### config.mk
export PLATFORM = sky130hd
export DESIGN_NAME = pooling_stream
export DESIGN_NICKNAME = d
export VERILOG_FILES = /design/src/rtl/pooling_stream.sv
export SDC_FILE = /design/constraint.sdc
export NUM_CORES = 1
export LEC_CHECK = 0
export BUFFER_PORTS_ARGS = -buffer_cell sky130_fd_sc_hd__buf_2
export CAP_MARGIN = 0
export CORE_MARGIN = 10
export CORE_UTILIZATION = 40
export DETAILED_ROUTE_END_ITERATION = 6
export HOLD_SLACK_MARGIN = 0.02
export PLACE_DENSITY = 0.64
export SLEW_MARGIN = 15
export SYNTH_ARGS = -nofsm -noshare
export SYNTH_HDL_FRONTEND = slang
export SYNTH_SLANG_ARGS = --single-unit
### constraint.sdc
create_clock -name clk -period 5.3 [get_ports clk]
set_input_delay 1.06 -clock clk [delete_from_list [all_inputs] [get_ports clk]]
set_output_delay 1.06 -clock clk [all_outputs]
set_load 0.02 [all_outputs]
### src/rtl/pooling_stream.sv
// Streaming pooling engine. CH channels are pooled in parallel over windows of
// WIN serial beats. Modes are max, min, rounded average and saturating sum on
// signed IL.FL fixed-point data. The result is held until the consumer takes it.
//
// state | meaning
// ------+-----------------------------------------------------------
// IDLE  | waiting for the first beat of a window; accumulators get loaded
// ACC   | folding beats 2..WIN into the accumulators; stalls on !in_valid
// DONE  | result registered on out_data; waiting for output_taken
module pooling_stream #(
    parameter int IL  = 4,
    parameter int FL  = 16,
    parameter int CH  = 4,
    parameter int WIN = 4
) (
    input  logic                     clk,
    input  logic                     reset,
    input  logic [1:0]               mode,
    input  logic                     in_valid,
    input  logic [CH*(IL+FL)-1:0]    in_data,
    output logic                     in_ready,
    output logic                     out_valid,
    output logic [CH*(IL+FL)-1:0]    out_data,
    input  logic                     output_taken,
    output logic [1:0]               state,
    output logic [$clog2(WIN)-1:0]   count
);

    localparam int W  = IL + FL;
    localparam int LG = $clog2(WIN);
    localparam int CW = $clog2(WIN);
    // Headroom of LG bits lets a full window of sums accumulate without wrap.
    localparam int AW = W + LG;

    localparam logic [1:0] ST_IDLE = 2'b00;
    localparam logic [1:0] ST_ACC  = 2'b01;
    localparam logic [1:0] ST_DONE = 2'b10;

    localparam logic [1:0] MODE_MAX = 2'b00;
    localparam logic [1:0] MODE_MIN = 2'b01;
    localparam logic [1:0] MODE_AVG = 2'b10;

    localparam logic signed [AW-1:0] SAT_MAX = {{(LG+1){1'b0}}, {(W-1){1'b1}}};
    localparam logic signed [AW-1:0] SAT_MIN = {{(LG+1){1'b1}}, {(W-1){1'b0}}};
    localparam logic signed [AW-1:0] HALF    = AW'(WIN / 2);

    logic [1:0]             mode_r;
    logic signed [AW-1:0]   acc      [CH];
    logic signed [AW-1:0]   xe       [CH];
    logic signed [AW-1:0]   acc_nxt  [CH];
    logic signed [AW-1:0]   pre      [CH];
    logic [CH*W-1:0]        res_pk;
    logic                   last_beat;

    // Handshake outputs depend on state only, never on in_valid/output_taken.
    always_comb begin
        in_ready  = (state == ST_IDLE) || (state == ST_ACC);
        out_valid = (state == ST_DONE);
    end

    // The window completes on the beat accepted while count == WIN-1 in ACC.
    always_comb begin
        last_beat = (state == ST_ACC) && (count == CW'(WIN - 1));
    end

    // Next accumulator value per channel: load on first beat, fold afterwards.
    always_comb begin
        for (int c = 0; c < CH; c++) begin
            xe[c] = {{LG{in_data[c*W + W - 1]}}, in_data[c*W +: W]};
            if (state == ST_IDLE) begin
                acc_nxt[c] = xe[c];
            end else begin
                case (mode_r)
                    MODE_MAX: acc_nxt[c] = (xe[c] > acc[c]) ? xe[c] : acc[c];
                    MODE_MIN: acc_nxt[c] = (xe[c] < acc[c]) ? xe[c] : acc[c];
                    default:  acc_nxt[c] = acc[c] + xe[c];
                endcase
            end
        end
    end

    // Result per channel. Average rounds half toward +inf via the +WIN/2 bias
    // before the arithmetic shift. The clamp is what makes sum saturate; for
    // max/min/avg the value is already inside W bits, so it never triggers.
    always_comb begin
        res_pk = '0;
        for (int c = 0; c < CH; c++) begin
            if (mode_r == MODE_AVG) begin
                pre[c] = (acc_nxt[c] + HALF) >>> LG;
            end else begin
                pre[c] = acc_nxt[c];
            end
            if (pre[c] > SAT_MAX) begin
                res_pk[c*W +: W] = SAT_MAX[W-1:0];
            end else if (pre[c] < SAT_MIN) begin
                res_pk[c*W +: W] = SAT_MIN[W-1:0];
            end else begin
                res_pk[c*W +: W] = pre[c][W-1:0];
            end
        end
    end

    // Window sequencing: accumulate, register result, hold until taken.
    always_ff @(posedge clk or negedge reset) begin
        if (!reset) begin
            state    <= ST_IDLE;
            count    <= '0;
            mode_r   <= '0;
            out_data <= '0;
            for (int c = 0; c < CH; c++) begin
                acc[c] <= '0;
            end
        end else begin
            case (state)
                ST_IDLE: begin
                    if (in_valid) begin
                        mode_r <= mode;
                        for (int c = 0; c < CH; c++) begin
                            acc[c] <= acc_nxt[c];
                        end
                        count <= CW'(1);
                        state <= ST_ACC;
                    end
                end
                ST_ACC: begin
                    if (in_valid) begin
                        for (int c = 0; c < CH; c++) begin
                            acc[c] <= acc_nxt[c];
                        end
                        if (last_beat) begin
                            out_data <= res_pk;
                            count    <= '0;
                            state    <= ST_DONE;
                        end else begin
                            count <= count + 1'b1;
                        end
                    end
                end
                ST_DONE: begin
                    if (output_taken) begin
                        state <= ST_IDLE;
                    end
                end
                default: begin
                    state <= ST_IDLE;
                    count <= '0;
                end
            endcase
        end
    end

endmodule

==> impl_metrics.xml <==
<?xml version="1.0" encoding="UTF-8"?>
<metrics>
  <group name="timing">
    <metric name="tightestPinTransition" unit="ns">1.150</metric>
    <metric name="rsz0062_at_grt" unit="">false</metric>
    <metric name="report.final.hold_viol_count" unit="">0</metric>
    <metric name="timing.final.crit_share" unit="%">91.51</metric>
    <metric name="setup_violations" unit="">0</metric>
    <metric name="finClkSkew" unit="ns">0.01407</metric>
    <metric name="relSlewSlack" unit="%">23.14</metric>
    <metric name="achievable-frequency" unit="MHz">206.2</metric>
    <metric name="slew_viol_final" unit="">0</metric>
    <metric name="period_needed" unit="ns">4.850</metric>
    <metric name="setup_tns" unit="ns">0</metric>
  </group>
  <group name="synthesis">
    <metric name="ys_seq_area_share" unit="%">21.19</metric>
    <metric name="post-synth-top-area-cell" unit="">dfrtp_1</metric>
    <metric name="synthFlopType" unit="">dfrtp_1</metric>
    <metric name="synth_cells" unit="">2688</metric>
    <metric name="syn-cell-area" unit="sq um">20540</metric>
    <metric name="synth-edff-count" unit="">0</metric>
    <metric name="synth.distinct_cells" unit="">124</metric>
    <metric name="postSynthAreaPerCell" unit="sq um">7.643</metric>
    <metric name="postSynth.asyncResetShare" unit="%">100.0</metric>
    <metric name="yosys.area.top_type_share" unit="%">21.19</metric>
    <metric name="net_count_after_synthesis" unit="">2955</metric>
    <metric name="synth_warnings" unit="">0</metric>
    <metric name="ys_ff_latch" unit="">174</metric>
    <metric name="synthTopCellsByArea" unit="">dfrtp_1, ha_1, o21ai_0</metric>
  </group>
  <group name="critical_path">
    <metric name="cp_max_fo" unit="">5</metric>
    <metric name="timing.critical_path.arrival" unit="ns">5.18</metric>
    <metric name="timing.reg2reg.worst_path_depth" unit="">19</metric>
    <metric name="worstPathCellList" unit="">buf_2, ha_1, buf_4, or2_2, a211oi_1, o21a_1, o21ai_1, a31oi_1, a31oi_1, mux2i_1, or4_1, o2111ai_2, o311ai_0, a311oi_1, nor3_1</metric>
    <metric name="worst_setup_path_end_kind" unit="">flip-flop</metric>
    <metric name="r2r_setup_slack" unit="ns">0.60</metric>
    <metric name="crit_top_cell" unit="">a31oi_1</metric>
    <metric name="timing.critical_path.slowest_stage_cell" unit="">or4_1</metric>
    <metric name="cp-start-kind" unit="">input port</metric>
    <metric name="criticalPathCategory" unit="">in -&gt; reg</metric>
    <metric name="data_required_time_at_the_worst_endpoint" unit="ns">5.63</metric>
    <metric name="timing.critical_path.slowest_cell_delay" unit="ns">0.67</metric>
  </group>
  <group name="min_path">
    <metric name="hold_depth" unit="">2</metric>
    <metric name="hold_path_class" unit="">reg -&gt; reg</metric>
  </group>
  <group name="final_layout">
    <metric name="total_area_of_multi_input_combinational_cells" unit="sq um">14940</metric>
    <metric name="fin_nets" unit="">3308</metric>
    <metric name="seq_area" unit="sq um">4357</metric>
    <metric name="most-common-layout-cells" unit="">buf_4, nand2_1, nor2_1</metric>
    <metric name="finish.instance_area" unit="sq um">24600</metric>
    <metric name="relative_area_change_from_synthesis_to_final_layout" unit="%">19.73</metric>
    <metric name="share_of_cells_above_drive_strength_1" unit="%">20.69</metric>
    <metric name="mostFrequentLayoutCell" unit="">buf_4</metric>
    <metric name="layout.filler_cells" unit="">5068</metric>
  </group>
  <group name="clocking">
    <metric name="clock_sinks" unit="">174</metric>
    <metric name="post-cts-setup-buffer-count" unit="">0</metric>
    <metric name="postCtsHoldBufs" unit="">0</metric>
    <metric name="tritoncts" unit="">built</metric>
    <metric name="cts_root_buf" unit="">clkbuf_16</metric>
    <metric name="cts_inserted_buffers" unit="">17</metric>
    <metric name="clkTransAtPathRegs" unit="ns">0.07</metric>
    <metric name="ctsLongestPathBuffers" unit="">2</metric>
    <metric name="cts_htree_levels" unit="">4</metric>
    <metric name="insertion_delay" unit="ns">0.46</metric>
    <metric name="cts_repair_resize_count" unit="">0</metric>
  </group>
  <group name="routing">
    <metric name="drtPass1Iterations" unit="">6</metric>
    <metric name="detail_routed_via_count_per_cell" unit="">6.228</metric>
    <metric name="routed_wire_length_per_instance" unit="um">23.53</metric>
    <metric name="drt_iter0_markers" unit="">2108</metric>
    <metric name="drcViolationCount" unit="">0</metric>
    <metric name="ant_nets" unit="">0</metric>
    <metric name="via_count" unit="">23210</metric>
    <metric name="detail_route.wirelength" unit="mm">87.70</metric>
  </group>
  <group name="floorplanning">
    <metric name="start_util" unit="%">40.70</metric>
    <metric name="die_x" unit="um">246.6</metric>
    <metric name="ioPinCount" unit="">172</metric>
    <metric name="core" unit="sq um">50480</metric>
    <metric name="floorplan.die.height" unit="um">246.6</metric>
    <metric name="fp-row-count" unit="">82</metric>
    <metric name="die_area" unit="sq um">60820</metric>
  </group>
  <group name="place">
    <metric name="gpl.final_weighted_congestion" unit="">0.9815</metric>
    <metric name="place.detailed.hpwl" unit="mm">68.79</metric>
    <metric name="detailed_place.area" unit="sq um">24050</metric>
    <metric name="placement.io_buffers" unit="">171</metric>
  </group>
  <group name="global_routing">
    <metric name="antenna_found_initial" unit="">2</metric>
    <metric name="largest_net_degree_at_the_start_of_global_routing" unit="">103</metric>
    <metric name="gr-total-overflow" unit="">0</metric>
    <metric name="grt_usage" unit="%">27.97</metric>
    <metric name="via_count_of_the_first_global_routing_pass" unit="">22620</metric>
    <metric name="first_pass_grt_wire_length" unit="mm">134.7</metric>
  </group>
  <group name="run_status">
    <metric name="outcome" unit="">finished, final reports clean</metric>
  </group>
  <group name="job">
    <metric name="drv.max_cap_violation_count" unit="">0</metric>
  </group>
</metrics>
## synthesized netlist by cell type (10+ instances only)
cell type,instances
a211o_1,13
buf_2,23
nor3b_1,14
nor2b_1,31
a221oi_1,23
buf_1,12
and3_1,21
nand2b_1,33
nor3_1,86
o211ai_1,31
nand3_1,65
dfrtp_1,174
o22ai_1,33
o22a_1,14
or3_1,28
nand2_1,250
nor4_1,38
or2_2,19
a21o_1,23
a31oi_1,41
o31ai_1,29
o32a_1,28
nand4_1,35
ha_1,177
o221ai_1,21
a31o_2,10
clkbuf_1,102
a311oi_1,13
xnor2_1,62
o311ai_0,13
xor2_1,20
a22oi_1,10
nor2_1,241
a211oi_1,42
mux2i_1,33
o21bai_1,14
and2_1,18
a32oi_1,12
o21ai_0,200
a21oi_1,189
o221a_2,10
inv_1,178
## critical path, delay by kind of cell
kind | cells | cell delay (ns)
buffers and inverters | 2 | 0.31
adder cells (fa/ha/maj) | 1 | 0.36
multiplexers | 1 | 0.15
AO/OA/AOI/OAI | 8 | 2.24
AND/OR/NAND/NOR | 3 | 1.06
## through the flow
step	setup WS (ns)	utilization (%)	std cells	hold slack, ns
floorplan	0.1960	-	2688	0.4720
global placement	0.04775	47.65	3694	0.4822
detailed placement	0.03994	47.65	3694	0.4716
CTS	0.5085	48.72	3726	0.4885
global route	0.1254	48.73	3727	0.5195
finish	0.4500	48.73	3727	0.4863
## cells by family (layout without fill, tap and decap cells)
| kind of cell | count (synthesis) | count (layout) | synth area share, % |
|---|---|---|---|
| AND/OR/NAND/NOR | 953 | 953 | 23.81 |
| buffers and inverters | 328 | 694 | 6.334 |
| other | 0 | 1 | 0 |
| multiplexers | 40 | 40 | 2.046 |
| AO/OA/AOI/OAI | 930 | 930 | 31.95 |
| flip-flops | 174 | 174 | 21.19 |
| adder cells (fa/ha/maj) | 181 | 181 | 11.17 |
| XOR/XNOR | 82 | 82 | 3.496 |
## path summary, 6_finish.rpt
kind                               from           end
setup reg to reg                acc[78]  out_data[19]
hold reg to reg            out_data[59]  out_data[59]
max in group asynchronous         reset  out_data[10]
setup / recovery             in_data[5]  out_data[16]
hold / removal             out_data[59]  out_data[59]
min in group asynchronous         reset       acc[38]
## area by class of cell
cell class	count	share of cell area, %
Timing Repair Buffer	481	13.18
Antenna cell	1	0.01017
Inverter	181	2.762
Tap cell	672	3.418
Sequential cell	174	17.71
Clock inverter	13	0.4324
Clock buffer	19	1.760
Multi-Input combinational cell	2186	60.72
## sequential cells by signal (all words and copies together) (netlist names)
| register | count |
|---|---|
| acc | 88 |
| out_data | 80 |
| count | 2 |
| mode_r | 2 |
| state | 2 |
## layer usage
metal / share of wire [%] / vias to the layer above / GRT usage (%) / routed length (um)
li1: - / 10770 / - / -
met1: 44 / 11260 / 36.83 / 38430
met2: 47 / 1014 / 46.18 / 40800
met3: 6.9 / 168 / 4.144 / 6015
met4: 2.8 / 2 / 8.912 / 2448
met5: 0.013 / - / 0 / 11
Power is not shown: default switching activity piles up to over one toggle a cycle in this logic, so the estimate is an artifact.
